### src/rtl/pipe_hazard_ctrl.sv
// Pipeline control: per-stage valid chain with stall freeze, redirect flush and load-use bubble.
// Optional PIPE_PERF_EN adds saturating stall/flush/bubble event counters.
module pipe_hazard_ctrl #(
   parameter int unsigned STAGES        = 5,
   parameter int unsigned RESOLVE_STAGE = 2,
   parameter int unsigned RW            = 5
) (
   input  logic              clk,
   input  logic              rst,
   input  logic              icache_stall,
   input  logic              dcache_stall,
   input  logic              fetch_valid,
   input  logic              redirect,
   input  logic [RW-1:0]     dec_rs1,
   input  logic [RW-1:0]     dec_rs2,
   input  logic              dec_rs1_used,
   input  logic              dec_rs2_used,
   input  logic              ex_is_load,
   input  logic [RW-1:0]     ex_rd,
   output logic [STAGES-1:0] stage_valid,
   output logic [STAGES-1:0] hold_mask,
   output logic              flush,
   output logic              bubble,
   output logic              commit
`ifdef PIPE_PERF_EN
   ,
   output logic [31:0]       perf_stall_cnt,
   output logic [31:0]       perf_flush_cnt,
   output logic [31:0]       perf_bubble_cnt
`endif
);

   logic [STAGES-1:0] stage_valid_q, stage_valid_d;
   logic              advance;
   logic              redir_ok;
   logic              lu_haz;

   assign advance  = ~(icache_stall | dcache_stall);
   assign redir_ok = redirect & stage_valid_q[RESOLVE_STAGE];
   // x0 is hard-wired, so a load targeting it never creates a dependency
   assign lu_haz   = stage_valid_q[1] & stage_valid_q[2] & ex_is_load & (ex_rd != '0) &
                     ((dec_rs1_used & (dec_rs1 == ex_rd)) | (dec_rs2_used & (dec_rs2 == ex_rd)));

   always_comb begin
      stage_valid_d = stage_valid_q;
      hold_mask     = '0;
      flush         = 1'b0;
      bubble        = 1'b0;
      if (!advance) begin
         hold_mask = '1;
      end else if (redir_ok) begin
         flush = 1'b1;
         stage_valid_d[0] = 1'b0;
         for (int unsigned k = 1; k < STAGES; k++) begin
            stage_valid_d[k] = (k <= RESOLVE_STAGE) ? 1'b0 : stage_valid_q[k-1];
         end
      end else if (lu_haz) begin
         // fetch and decode hold; a bubble enters execute while older stages drain
         bubble        = 1'b1;
         hold_mask[1:0] = 2'b11;
         stage_valid_d[2] = 1'b0;
         for (int unsigned k = 3; k < STAGES; k++) begin
            stage_valid_d[k] = stage_valid_q[k-1];
         end
      end else begin
         stage_valid_d[0] = fetch_valid;
         for (int unsigned k = 1; k < STAGES; k++) begin
            stage_valid_d[k] = stage_valid_q[k-1];
         end
      end
   end

   always_ff @(posedge clk or negedge rst) begin
      if (!rst) stage_valid_q <= '0;
      else      stage_valid_q <= stage_valid_d;
   end

   assign stage_valid = stage_valid_q;
   assign commit      = advance & stage_valid_q[STAGES-1];

`ifdef PIPE_PERF_EN
   logic [31:0] perf_stall_cnt_q,  perf_stall_cnt_d;
   logic [31:0] perf_flush_cnt_q,  perf_flush_cnt_d;
   logic [31:0] perf_bubble_cnt_q, perf_bubble_cnt_d;

   always_comb begin
      perf_stall_cnt_d  = perf_stall_cnt_q;
      perf_flush_cnt_d  = perf_flush_cnt_q;
      perf_bubble_cnt_d = perf_bubble_cnt_q;
      if (!advance && perf_stall_cnt_q != '1) perf_stall_cnt_d  = perf_stall_cnt_q + 32'd1;
      if (flush    && perf_flush_cnt_q != '1) perf_flush_cnt_d  = perf_flush_cnt_q + 32'd1;
      if (bubble   && perf_bubble_cnt_q != '1) perf_bubble_cnt_d = perf_bubble_cnt_q + 32'd1;
   end

   always_ff @(posedge clk or negedge rst) begin
      if (!rst) begin
         perf_stall_cnt_q  <= '0;
         perf_flush_cnt_q  <= '0;
         perf_bubble_cnt_q <= '0;
      end else begin
         perf_stall_cnt_q  <= perf_stall_cnt_d;
         perf_flush_cnt_q  <= perf_flush_cnt_d;
         perf_bubble_cnt_q <= perf_bubble_cnt_d;
      end
   end

   assign perf_stall_cnt  = perf_stall_cnt_q;
   assign perf_flush_cnt  = perf_flush_cnt_q;
   assign perf_bubble_cnt = perf_bubble_cnt_q;
`endif

endmodule

### config.mk
export PLATFORM = sky130hd
export DESIGN_NAME = pipe_hazard_ctrl
export DESIGN_NICKNAME = d
export VERILOG_FILES = /design/src/rtl/pipe_hazard_ctrl.sv
export SDC_FILE = /design/constraint.sdc
export NUM_CORES = 1
export LEC_CHECK = 0
export ABC_CLOCK_PERIOD_IN_PS = 6900
export BUFFER_PORTS_ARGS = -buffer_cell sky130_fd_sc_hd__buf_2
export CAP_MARGIN = 5
export CORE_AREA = 4 4 41 43
export CTS_BUF_LIST = sky130_fd_sc_hd__clkbuf_16
export CTS_CLUSTER_SIZE = 25
export DETAILED_ROUTE_END_ITERATION = 12
export DIE_AREA = 0 0 45 47
export PLACE_DENSITY = 0.8
export SYNTH_ARGS = -nofsm -noshare
export SYNTH_HDL_FRONTEND = slang
export SYNTH_SLANG_ARGS = --single-unit
### constraint.sdc
create_clock -name clk -period 6.9 [get_ports clk]
set_clock_uncertainty 0.05 [all_clocks]
set_input_delay 2.07 -clock clk [delete_from_list [all_inputs] [get_ports clk]]
set_output_delay 2.07 -clock clk [all_outputs]
set_load 0.05 [all_outputs]
Word-level counts from Yosys, hierarchy flattened:

Cells that the tools add are included.

* register bits: 5
* latch bits: 0
* RAM bits: 0
* ROM bits: 0
* bits of input ports: 24
* output and inout port bits: 13
* memories kept: 0

* add/sub/neg operators: 0
* multiply operators: 0
* div/mod/pow operators: 0
* $lt $le $gt $ge: 0
* equal/unequal tests: 3
* shift operators: 0
* multiplexer cells: 12
* bitwise gates (word level): 11
* reduce and logical (&&, ||, !) cells: 2

Operators with widths (count)
* == test 5 bit: 2
* bitwise AND 1 bit: 8
* two-way mux 2 bit: 4
* two-way mux 1 bit: 6
* two-way mux 3 bit: 2
* nonzero test 5 bit: 1
* != test 2 bit, second input constant: 1
* OR 1 bit: 2
* AND reduction 2 bit: 1
* inverter 1 bit: 1

Logic depth before layout (Yosys ltp):

Gate-level depths: netlist (run 1).

* depth after elaboration: 7
* depth in mapped cells: 5

Least setup slack after synthesis (run 1):

Ideal clock, no wire load.

* path kind: input -> output
* start: input ex_rd[3]
* end: output bubble
* arrival time: 3.983 ns
* required time: 4.780 ns
* slack: 0.797 ns
* cell stages on the path: 5
* path through: xor2_1 > nor4_2 > a32oi_1 > or2_4 > nor3_1

* word-level cells in the longest chain between the ends: 7
* elaborated cells between the ends (all ways): 11

RTL lines
* start: declaration: line 19 `input logic [RW-1:0] ex_rd,`
* == test 5 bit: line 42 `((dec_rs1_used & (dec_rs1 == ex_rd)) | (dec_rs2_used & (dec_rs2 == ex_rd)));`
* bitwise AND 1 bit: line 42
* OR 1 bit: line 42
* bitwise AND 1 bit *: line 41 `assign lu_haz = stage_valid_q[1] & stage_valid_q[2] & ex_is_load & (ex_rd != '0) &`
* two-way mux 1 bit *: line 57 `end else if (lu_haz) begin`
* two-way mux 1 bit *: line 51 `end else if (redir_ok) begin`
* two-way mux 1 bit *: line 49 `if (!advance) begin`
* end: declaration: line 23 `output logic bubble,`

Every way passes the cells marked *; elsewhere a longest branch is shown, timed or not.

Worst setup path in the final report (run 1):

Same ends and word-level chain as after synthesis.

==> results.py, run 1 <==
metrics = {
    "cells_and_area": {
        "multi_input_area_um2": 251,
        "largest_reg_flops": 5,
        "fin_nets": 105,
        "seqCellArea_um2": 125,
        "drive_gt1_share_pct": 53.8,
        "fin_cells": 95,
        "layout_commonest_cell": "buf_2",
        "insertedDiodeCount": 0,
        "fillCellCount": 133,
        "final_cell_mix": "36 x buf_2, 8 x xor2_1, 6 x nand2_1, 5 x dfrtp_1",
        "stdcell_area_um2": 658,
        "area_delta_synth_final_pct": 63.4,
    },
    "grt": {
        "grt.total_usage_pct": 11.3,
        "overflow": 0,
        "grt_pass1_vias": 410,
        "antenna_found_initial": 0,
        "grt_pass1_wl_mm": 1.68,
        "grt_max_degree": 10,
    },
    "worst_hold_path": {
        "hold_depth": 2,
        "hold_class": "flip-flop to flip-flop",
        "min_from": "stage_valid[4]",
    },
    "routing": {
        "drcViolationCount": 0,
        "wl_per_cell_um": 11.8,
        "drt-total-wl_mm": 1.12,
        "via_count": 444,
        "dr.pass1.iters": 4,
        "final_antenna_net_count": 0,
        "drt_iter0_markers": 2,
        "via_per_inst": 4.67,
    },
    "die": {
        "start_util_pct": 31.0,
        "die_y_um": 47,
        "ioPinCount": 37,
        "core-area_mm2": 0.00130,
        "die_w_um": 45,
        "rows": 13,
        "dieArea_mm2": 0.00212,
    },
    "clocking": {
        "cts.repair.resized": 0,
        "clk_pin_slew_worst_paths_ns": 0.03,
        "htree_levels": 1,
        "cts_hold_buf": 0,
        "cts_tree": "done",
        "clk_path_buf_depth": 2,
        "cts_buffers": 3,
        "cts_sinks": 5,
        "cts-root-buf": "clkbuf_16",
        "clk-insertion-delay-late_ns": 0.23,
        "post_cts_buffers": 0,
    },
    "worst_setup_path": {
        "r2r-end": "stage_valid[2]",
        "arrival_ns": 3.54,
        "cp.depth": 7,
        "crit_chain": "buf_2 -> xor2_1 -> nor4_2 -> a32oi_1 -> or2_4 -> nor3_1 -> buf_2",
        "reg2regPathDepth": 3,
        "reg2reg_slack_ns": 5.66,
        "path_buf_inv": 2,
        "worstPathRequired_ns": 4.78,
        "critPathMaxStageDelay_ns": 0.29,
        "slowest_stage": "or2_4",
        "crit_path_max_fanout": 4,
        "crit_end": "bubble",
        "cpMostUsedCell": "buf_2",
        "critPathLaunch": "ex_rd[3]",
        "startpoint_type": "primary input",
        "crit_type": "primary input to output port",
        "endpoint_kind": "output port",
        "critPathTopFamily": "simple AND/OR/NAND/NOR gates",
        "reg2reg_from": "stage_valid[1]",
    },
    "timing": {
        "setup_tns_ns": 0,
        "worst_slew_pin_slew_ns": 0.358,
        "relSlewSlack_pct": 76.0,
        "hold_violations": 0,
        "fmax_ghz": 0.177,
        "rsz0062_at_grt": "no",
        "final_max_slew_viol_count": 0,
        "finalWorstSetupSlack_ns": 1.24,
        "fin_crit_sh_pct": 82.0,
        "fin_crit_ns": 5.66,
        "setup_viol": 0,
        "holdWs_ns": 0.441,
    },
    "status": {
        "status": "finished, final reports clean",
    },
    "placed_design": {
        "place_inst": 91,
        "portBuffers": 36,
        "dp_slack_ns": 1.24,
        "place_area_um2": 579,
        "gp_congestion": 0.731,
        "dp_hpwl_um": 922,
    },
    "synthesis": {
        "syn_inst": 43,
        "syn_area_um2": 403,
        "netlist-cell-type-count": 20,
        "yosysTopAreaCellShare_pct": 31.1,
        "syn_avg_cell_area_um2": 9.37,
        "synth_area_leaders": "dfrtp_1 31%, xor2_1 17%, buf_4 5.6%, nand2_1 5.6%, a32o_1 5.0%",
        "ys_ff_latch": 5,
        "syn_nets": 67,
        "yosysTopAreaCell": "dfrtp_1",
        "seq_area_frac_synth_pct": 31.1,
        "yosys_warnings": 0,
    },
    "power": {
        "cellPowerDensity_mw_per_mm2": 296,
        "ir_drop_v": 0.000183,
        "p_leak_nw": 0.342,
    },
    "job": {
        "drv_cap": 0,
    },
}
[worst reg2reg max path, delay by kind of cell, from the launching register on]
kind             cells  cell delay [ns]
AO/OA/AOI/OAI        2             0.40
flip-flops           1             0.40
AND/OR/NAND/NOR      1             0.27
[through the flow]
step	utilization [%]	total power (W)
after floorplan	-	0.0000831
after global placement	44.5	0.000101
after detailed placement	44.5	0.000101
after CTS	50.6	0.000197
after global routing	50.6	0.000205
final	50.6	0.000195
[worst min path at each step]
stage,end
2_1_floorplan,stage_valid[4]
3_3_place_gp,stage_valid[4]
3_5_place_dp,stage_valid[4]
4_1_cts,stage_valid[4]
5_1_grt,stage_valid[3]
6_report,stage_valid[4]
[power by group]
part           switching [W]  internal (W)   total, W
logic              0.0000424     0.0000176  0.0000601
clock network      0.0000190     0.0000750  0.0000941
registers         0.00000545     0.0000352  0.0000407
total              0.0000669      0.000128   0.000195
[routing by layer]
layer  up-vias  wire [µm]  part of all wire (%)  GRT usage (%)
li1        222          -                     -              -
met4         0         28                   2.5           8.77
met3         3        140                    12           3.83
met2        27        509                    45           16.9
met1       192        446                    40           13.4
met5         -          0                     0              0
[area by class of cell]
type	count	area share, %
clock buffer	3	11.4
clock inverter	1	0.570
inverter	1	0.570
multi-input combinational	34	38.2
sequential	5	19.0
tap	15	2.85
timing repair buffer	36	27.4
[cells by family (layout without fill, tap and decap cells)]
| family | Yosys count | count (layout) | synth area share [%] |
|---|---|---|---|
| compound gates | 7 | 7 | 17.1 |
| flops | 5 | 5 | 31.1 |
| xor+xnor | 10 | 10 | 21.7 |
| buf+inv | 4 | 41 | 6.52 |
| simple gates | 17 | 17 | 23.6 |
[cell usage after synthesis (all sizes together)]
cell	count
o2111ai	1
nor2	2
nor4	2
inv	1
nand2	6
o31ai	1
or4	1
dfrtp	5
a32oi	1
nor3	1
or2	1
buf	3
xor2	8
and2	4
xnor2	2
o21ai	1
a22oi	1
a32o	2
No activity file was read; power rests on OpenSTA's default activity.
==> run 2: changes to the inputs <==
ABC_AREA = 1   (was default)
ABC_CLOCK_PERIOD_IN_PS = 5800   (was 6900)
CORE_AREA = default   (was 4 4 41 43)
CORE_MARGIN = 4   (was default)
CORE_UTILIZATION = 38   (was default)
DIE_AREA = default   (was 0 0 45 47)
PLACE_DENSITY = 0.88   (was 0.8)
clock period = 5.8 ns   (was 6.9 ns; I/O delays follow)
==> run 2 against run 1 <==
  * First-iteration DRC count rose to 3.0 times the previous value
  * Combinational power is 27% higher
  * Global-route usage rose by 2.8 points
  * Largest cell class unchanged
  * Largest power group unchanged
  * Highest routed layer is now met3
==> results.py, run 2 <==
metrics = {
    "power": {
        "ir_drop_v": 0.000268,
        "p_leak_nw": 0.487,
        "cellPowerDensity_mw_per_mm2": 313,
        "total_power_w": 0.000235,
    },
    "cells_and_area": {
        "area_delta_synth_final_pct": 51.1,
        "layout_commonest_cell": "nand2_1",
        "stdcell_area_um2": 751,
        "fillCellCount": 103,
        "largest_reg_flops": 5,
        "final_cell_mix": "37 x nand2_1, 36 x buf_2, 14 x inv_1, 9 x nor2_1",
        "fin_nets": 151,
        "drive_gt1_share_pct": 39.7,
        "insertedDiodeCount": 0,
    },
    "placed_design": {
        "dp_hpwl_mm": 1.09,
        "place_area_um2": 672,
        "portBuffers": 36,
        "gp_congestion": 0.797,
    },
    "synthesis": {
        "ys_ff_latch": 5,
        "syn_avg_cell_area_um2": 5.58,
        "syn_area_um2": 497,
        "yosysTopAreaCell": "nand2_1",
        "synth_edf_count": 0,
        "yosys_warnings": 0,
        "synth_most_common_cell": "nand2_1",
        "syn_inst": 89,
        "syn_nets": 113,
        "synth_area_leaders": "nand2_1 28%, dfrtp_1 25%, inv_1 9.8%, nor2_1 6.8%, buf_4 4.5%",
        "synth_fa_ha_area_share_pct": 0,
        "synthArstFlopShare_pct": 100,
        "synth_top_family_by_area": "simple AND/OR/NAND/NOR gates",
        "yosys.area_share.simple_pct": 52.1,
        "seq_area_frac_synth_pct": 25.2,
        "synth.top_cells.by_count": "37 x nand2_1, 13 x inv_1, 9 x nor2_1",
        "synth_flop_cell": "dfrtp_1",
        "synthMuxAreaShare_pct": 0,
        "netlist-cell-type-count": 16,
        "yosysTopAreaCellShare_pct": 28.0,
        "synth_compound_area_share_pct": 4.53,
        "synth-xor-area-share_pct": 0,
    },
    "die": {
        "start_util_pct": 42.4,
        "rows": 12,
        "core-area_mm2": 0.00117,
        "die_w_um": 44.2,
        "ioPinCount": 37,
        "die_y_um": 44.2,
        "dieArea_mm2": 0.00195,
    },
    "timing": {
        "relSlewSlack_pct": 83.1,
        "rsz0062_at_grt": "no",
        "worst_slew_pin_slew_ns": 0.255,
        "fin_crit_sh_pct": 77.4,
        "final_max_slew_viol_count": 0,
        "fmax_ghz": 0.223,
        "holdWs_ns": 0.464,
        "setup_viol": 0,
        "setup_tns_ns": 0,
        "hold_violations": 0,
        "fin_crit_ns": 4.49,
    },
    "clocking": {
        "cts_tree": "done",
        "cts.repair.resized": 0,
        "clk_path_buf_depth": 2,
        "cts_hold_buf": 0,
        "post_cts_buffers": 0,
        "htree_levels": 1,
        "clk_pin_slew_worst_paths_ns": 0.03,
        "cts-root-buf": "clkbuf_16",
        "cts_buffers": 3,
        "cts_sinks": 5,
        "clk-insertion-delay-late_ns": 0.23,
    },
    "worst_setup_path": {
        "reg2reg_from": "stage_valid[1]",
        "worstPathRequired_ns": 4.01,
        "endpoint_kind": "output port",
        "crit_path_max_fanout": 4,
        "critPathLaunch": "ex_rd[4]",
        "arrival_ns": 2.70,
        "crit_type": "primary input to output port",
        "critPathMaxStageDelay_ns": 0.26,
        "crit_chain": "buf_2 -> inv_2 -> nand2_1 -> nand2_1 -> nor2_1 -> nand3_1 -> nand2_2 -> nand3_2 -> nor2_1 -> buf_2",
        "startpoint_type": "primary input",
        "slowest_stage": "buf_2",
    },
    "status": {
        "status": "finished, final reports clean",
    },
    "routing": {
        "drt_iter0_markers": 6,
        "dr.pass1.iters": 3,
        "final_antenna_net_count": 0,
        "via_count": 618,
        "drt-total-wl_mm": 1.30,
        "drcViolationCount": 0,
        "via_per_inst": 4.41,
        "wl_per_cell_um": 9.29,
    },
    "grt": {
        "grt_pass1_vias": 529,
        "grt_pass1_wl_mm": 2.06,
        "antenna_found_initial": 0,
        "overflow": 0,
        "grt.total_usage_pct": 14.2,
        "grt_max_degree": 9,
    },
    "worst_hold_path": {
        "min_from": "stage_valid[0]",
        "hold_class": "flip-flop to flip-flop",
    },
    "job": {
        "drv_cap": 0,
    },
}
-- run 2: cell types whose count changed after synthesis, moves of 3 or more --
cell	before	now
xor2_1	8	0
inv_2	0	5
and2_1	3	0
inv_1	1	13
nor2_1	2	9
nand4_1	0	3
nand2_1	6	37
nand3_1	0	3
-- run 2: logic make-up after synthesis --
kind of cell,Yosys count
DFF,5
AOI/OAI and AO/OA,4
and+or+nand+nor,59
buffers and inverters,21
-- run 2: report_power, final --
group / total, W / internal [W] / leakage (nW) / switching (W)
registers: 0.0000474 / 0.0000418 / 0.0652 / 0.00000559
clock network: 0.000111 / 0.0000892 / 0.0423 / 0.0000219
logic: 0.0000764 / 0.0000205 / 0.379 / 0.0000559
total: 0.000235 / 0.000152 / 0.487 / 0.0000834
-- run 2: final cells by class --
type,instances,area (µm²),area share [%]
timing repair buffer,36,180,24.0
inverter,18,67.6,9.00
sequential,5,125,16.7
multi-input combinational,63,282,37.5
clock inverter,1,3.75,0.500
tap,14,17.5,2.33
clock buffer,3,75.1,10.0
-- run 2: critical path: cells and delay by family --
| kind | cells | cell delay, ns |
|---|---|---|
| and+or+nand+nor | 7 | 0.54 |
| buffers and inverters | 3 | 0.42 |
-- run 2: worst paths after layout --
path / to / slack (ns) / cells after the start
worst max register to register: stage_valid[2] / 4.67 / 6
max in group asynchronous: stage_valid[3] / 4.30 / 1
worst max-delay path: bubble / 1.31 / 10
min in group asynchronous: stage_valid[2] / 1.27 / 1
worst min-delay path: stage_valid[0] / 0.46 / 2
worst min register to register: stage_valid[0] / 0.46 / 2
-- run 2: per-stage QoR --
step / setup slack [ns] / utilization (%) / cells
2_1_floorplan: 1.08 / - / 89
3_3_place_gp: 1.33 / 57.4 / 136
3_5_place_dp: 1.31 / 57.4 / 136
4_1_cts: 1.30 / 64.1 / 140
5_1_grt: 1.21 / 64.1 / 140
6_report: 1.31 / 64.1 / 140
-- run 2: per-layer routing --
| layer | routed length, µm | vias up | track usage, % |
|---|---|---|---|
| li1 | - | 339 | - |
| met5 | 0 | - | 0 |
| met2 | 636 | 12 | 21.5 |
| met1 | 591 | 267 | 17.7 |
| met4 | 0 | 0 | 5.42 |
| met3 | 72 | 0 | 6.10 |
==> run 3: changes to the inputs <==
ABC_CLOCK_PERIOD_IN_PS = 4500   (was 5800)
clock period = 4.5 ns   (was 5.8 ns; I/O delays follow)
==> run 3 against run 2 <==
  * Clock power up 28%
  * Via count up 5.3%
  * Routed wire length up 9.0%
  * Power up 29%
  * Non-clock buffer count unchanged
  * Cell area unchanged
  * Die area unchanged
  * Register-to-register slack worse by 1.3 ns
  * Combinational power up 30%
  * First-iteration DRC count up 83%
  * Utilization unchanged
  * Critical endpoint is now hold_mask[1]
  * Largest power group unchanged
  * Highest routed layer is now met4
==> results.py, run 3 (synthesized netlist as in run 2, its figures left out) <==
metrics = {
    "status": {
        "status": "finished, final reports clean",
    },
    "routing": {
        "wl_per_cell_um": 10.1,
        "via_count": 651,
        "via_per_inst": 4.65,
        "final_antenna_net_count": 0,
        "dr.pass1.iters": 4,
        "drt_iter0_markers": 11,
        "drcViolationCount": 0,
        "drt-total-wl_mm": 1.42,
    },
    "timing": {
        "relSlewSlack_pct": 82.6,
        "setup_viol": 0,
        "fin_crit_sh_pct": 82.6,
        "fin_crit_ns": 3.71,
        "worst_slew_pin_slew_ns": 0.264,
        "finalWorstSetupSlack_ns": 0.785,
        "rsz0062_at_grt": "no",
        "final_max_slew_viol_count": 0,
        "fmax_ghz": 0.269,
        "setup_tns_ns": 0,
        "hold_violations": 0,
    },
    "grt": {
        "grt_pass1_vias": 549,
        "grt.total_usage_pct": 14.4,
        "antenna_found_initial": 0,
        "grt_max_degree": 9,
        "grt_pass1_wl_mm": 2.13,
        "overflow": 0,
    },
    "placed_design": {
        "place_inst": 136,
        "dp_hpwl_mm": 1.16,
        "dp_slack_ns": 0.772,
        "gp_congestion": 0.795,
        "portBuffers": 36,
    },
    "clocking": {
        "htree_levels": 1,
        "post_cts_buffers": 0,
        "cts-root-buf": "clkbuf_16",
        "cts_hold_buf": 0,
        "clk_path_buf_depth": 2,
        "cts_tree": "done",
        "cts.repair.resized": 0,
        "cts_sinks": 5,
        "clk_pin_slew_worst_paths_ns": 0.03,
        "cts_buffers": 3,
        "clk-insertion-delay-late_ns": 0.23,
    },
    "power": {
        "p_leak_nw": 0.487,
        "cellPowerDensity_mw_per_mm2": 403,
        "ir_drop_v": 0.000429,
        "total_power_w": 0.000303,
    },
    "worst_setup_path": {
        "reg2reg_slack_ns": 3.37,
        "reg2regPathDepth": 6,
        "critPathTopFamily": "simple AND/OR/NAND/NOR gates",
        "crit_chain": "buf_2 -> inv_2 -> nand2_1 -> nand2_1 -> nor2_1 -> nand3_1 -> nand2_2 -> nand3_2 -> nand2_2 -> buf_2",
        "arrival_ns": 2.31,
        "path_buf_inv": 3,
        "crit_path_max_fanout": 4,
        "r2r-end": "stage_valid[2]",
        "reg2reg_from": "stage_valid[1]",
        "worstPathRequired_ns": 3.10,
        "slowest_stage": "buf_2",
        "critPathMaxStageDelay_ns": 0.26,
        "startpoint_type": "primary input",
        "crit_type": "primary input to output port",
        "endpoint_kind": "output port",
    },
    "cells_and_area": {
        "fillCellCount": 98,
        "largest_reg_flops": 5,
        "final_util_pct": 64.1,
        "seqCellArea_um2": 125,
        "fin_cells": 140,
        "multi_input_area_um2": 282,
        "final_cell_mix": "37 x nand2_1, 36 x buf_2, 14 x inv_1, 9 x nor2_1",
        "fin_nets": 151,
        "layout_commonest_cell": "nand2_1",
        "drive_gt1_share_pct": 39.7,
        "insertedDiodeCount": 0,
        "area_delta_synth_final_pct": 51.1,
    },
    "job": {
        "drv_cap": 0,
    },
    "die": {
        "ioPinCount": 37,
        "dieArea_mm2": 0.00195,
        "die_y_um": 44.2,
        "die_w_um": 44.2,
        "start_util_pct": 42.4,
        "rows": 12,
        "core-area_mm2": 0.00117,
    },
    "worst_hold_path": {
        "min_from": "stage_valid[0]",
        "hold_depth": 2,
        "whs_endpoint": "stage_valid[0]",
        "hold_class": "flip-flop to flip-flop",
    },
}
-- run 3: cell counts in the layout (fill, tap and decap cells not counted) --
No cell type changed its count.
-- run 3: stage by stage --
| step | hold slack [ns] | instance area [µm²] |
|---|---|---|
| 6_report | 0.467 | 751 |
| 3_3_place_gp | 0.440 | 672 |
| 4_1_cts | 0.460 | 751 |
| 2_1_floorplan | 0.721 | 497 |
| 5_1_grt | 0.489 | 751 |
| 3_5_place_dp | 0.451 | 672 |
-- run 3: worst reg2reg max path, delay by kind of cell (launching register included) --
kind / cells / cell delay, ns
flops: 1 / 0.39
buf+inv: 1 / 0.08
simple gates: 3 / 0.26
compound gates: 2 / 0.22
-- run 3: how the worst max path moves through the flow --
stage	from	end	slack (ns)	depth (start not counted)
global placement	ex_rd[4]	bubble	0.81	10
global route	ex_rd[4]	hold_mask[1]	0.68	10
CTS	ex_rd[4]	hold_mask[1]	0.77	10
detailed placement	ex_rd[4]	hold_mask[1]	0.77	10
finish	ex_rd[4]	hold_mask[1]	0.79	10
floorplan	dcache_stall	bubble	0.56	3
-- run 3: per-layer routing --
layer	wire length (µm)	GRT usage [%]	vias to the layer above
li1	-	-	338
met4	23	1.81	0
met1	560	16.5	291
met5	0	0	-
met3	89	6.50	2
met2	745	25.3	20
-- run 3: cell type report --
type	instances	area share, %
tap	14	2.33
timing repair buffer	36	24.0
multi-input combinational	63	37.5
clock buffer	3	10.0
clock inverter	1	0.500
sequential	5	16.7
inverter	18	9.00
-- run 3: where the power goes --
part | leakage (nW) | total, W | switching [W] | internal, W
combinational | 0.379 | 0.0000997 | 0.0000732 | 0.0000264
clock | 0.0423 | 0.000142 | 0.0000273 | 0.000115
sequential | 0.0652 | 0.0000608 | 0.00000686 | 0.0000539
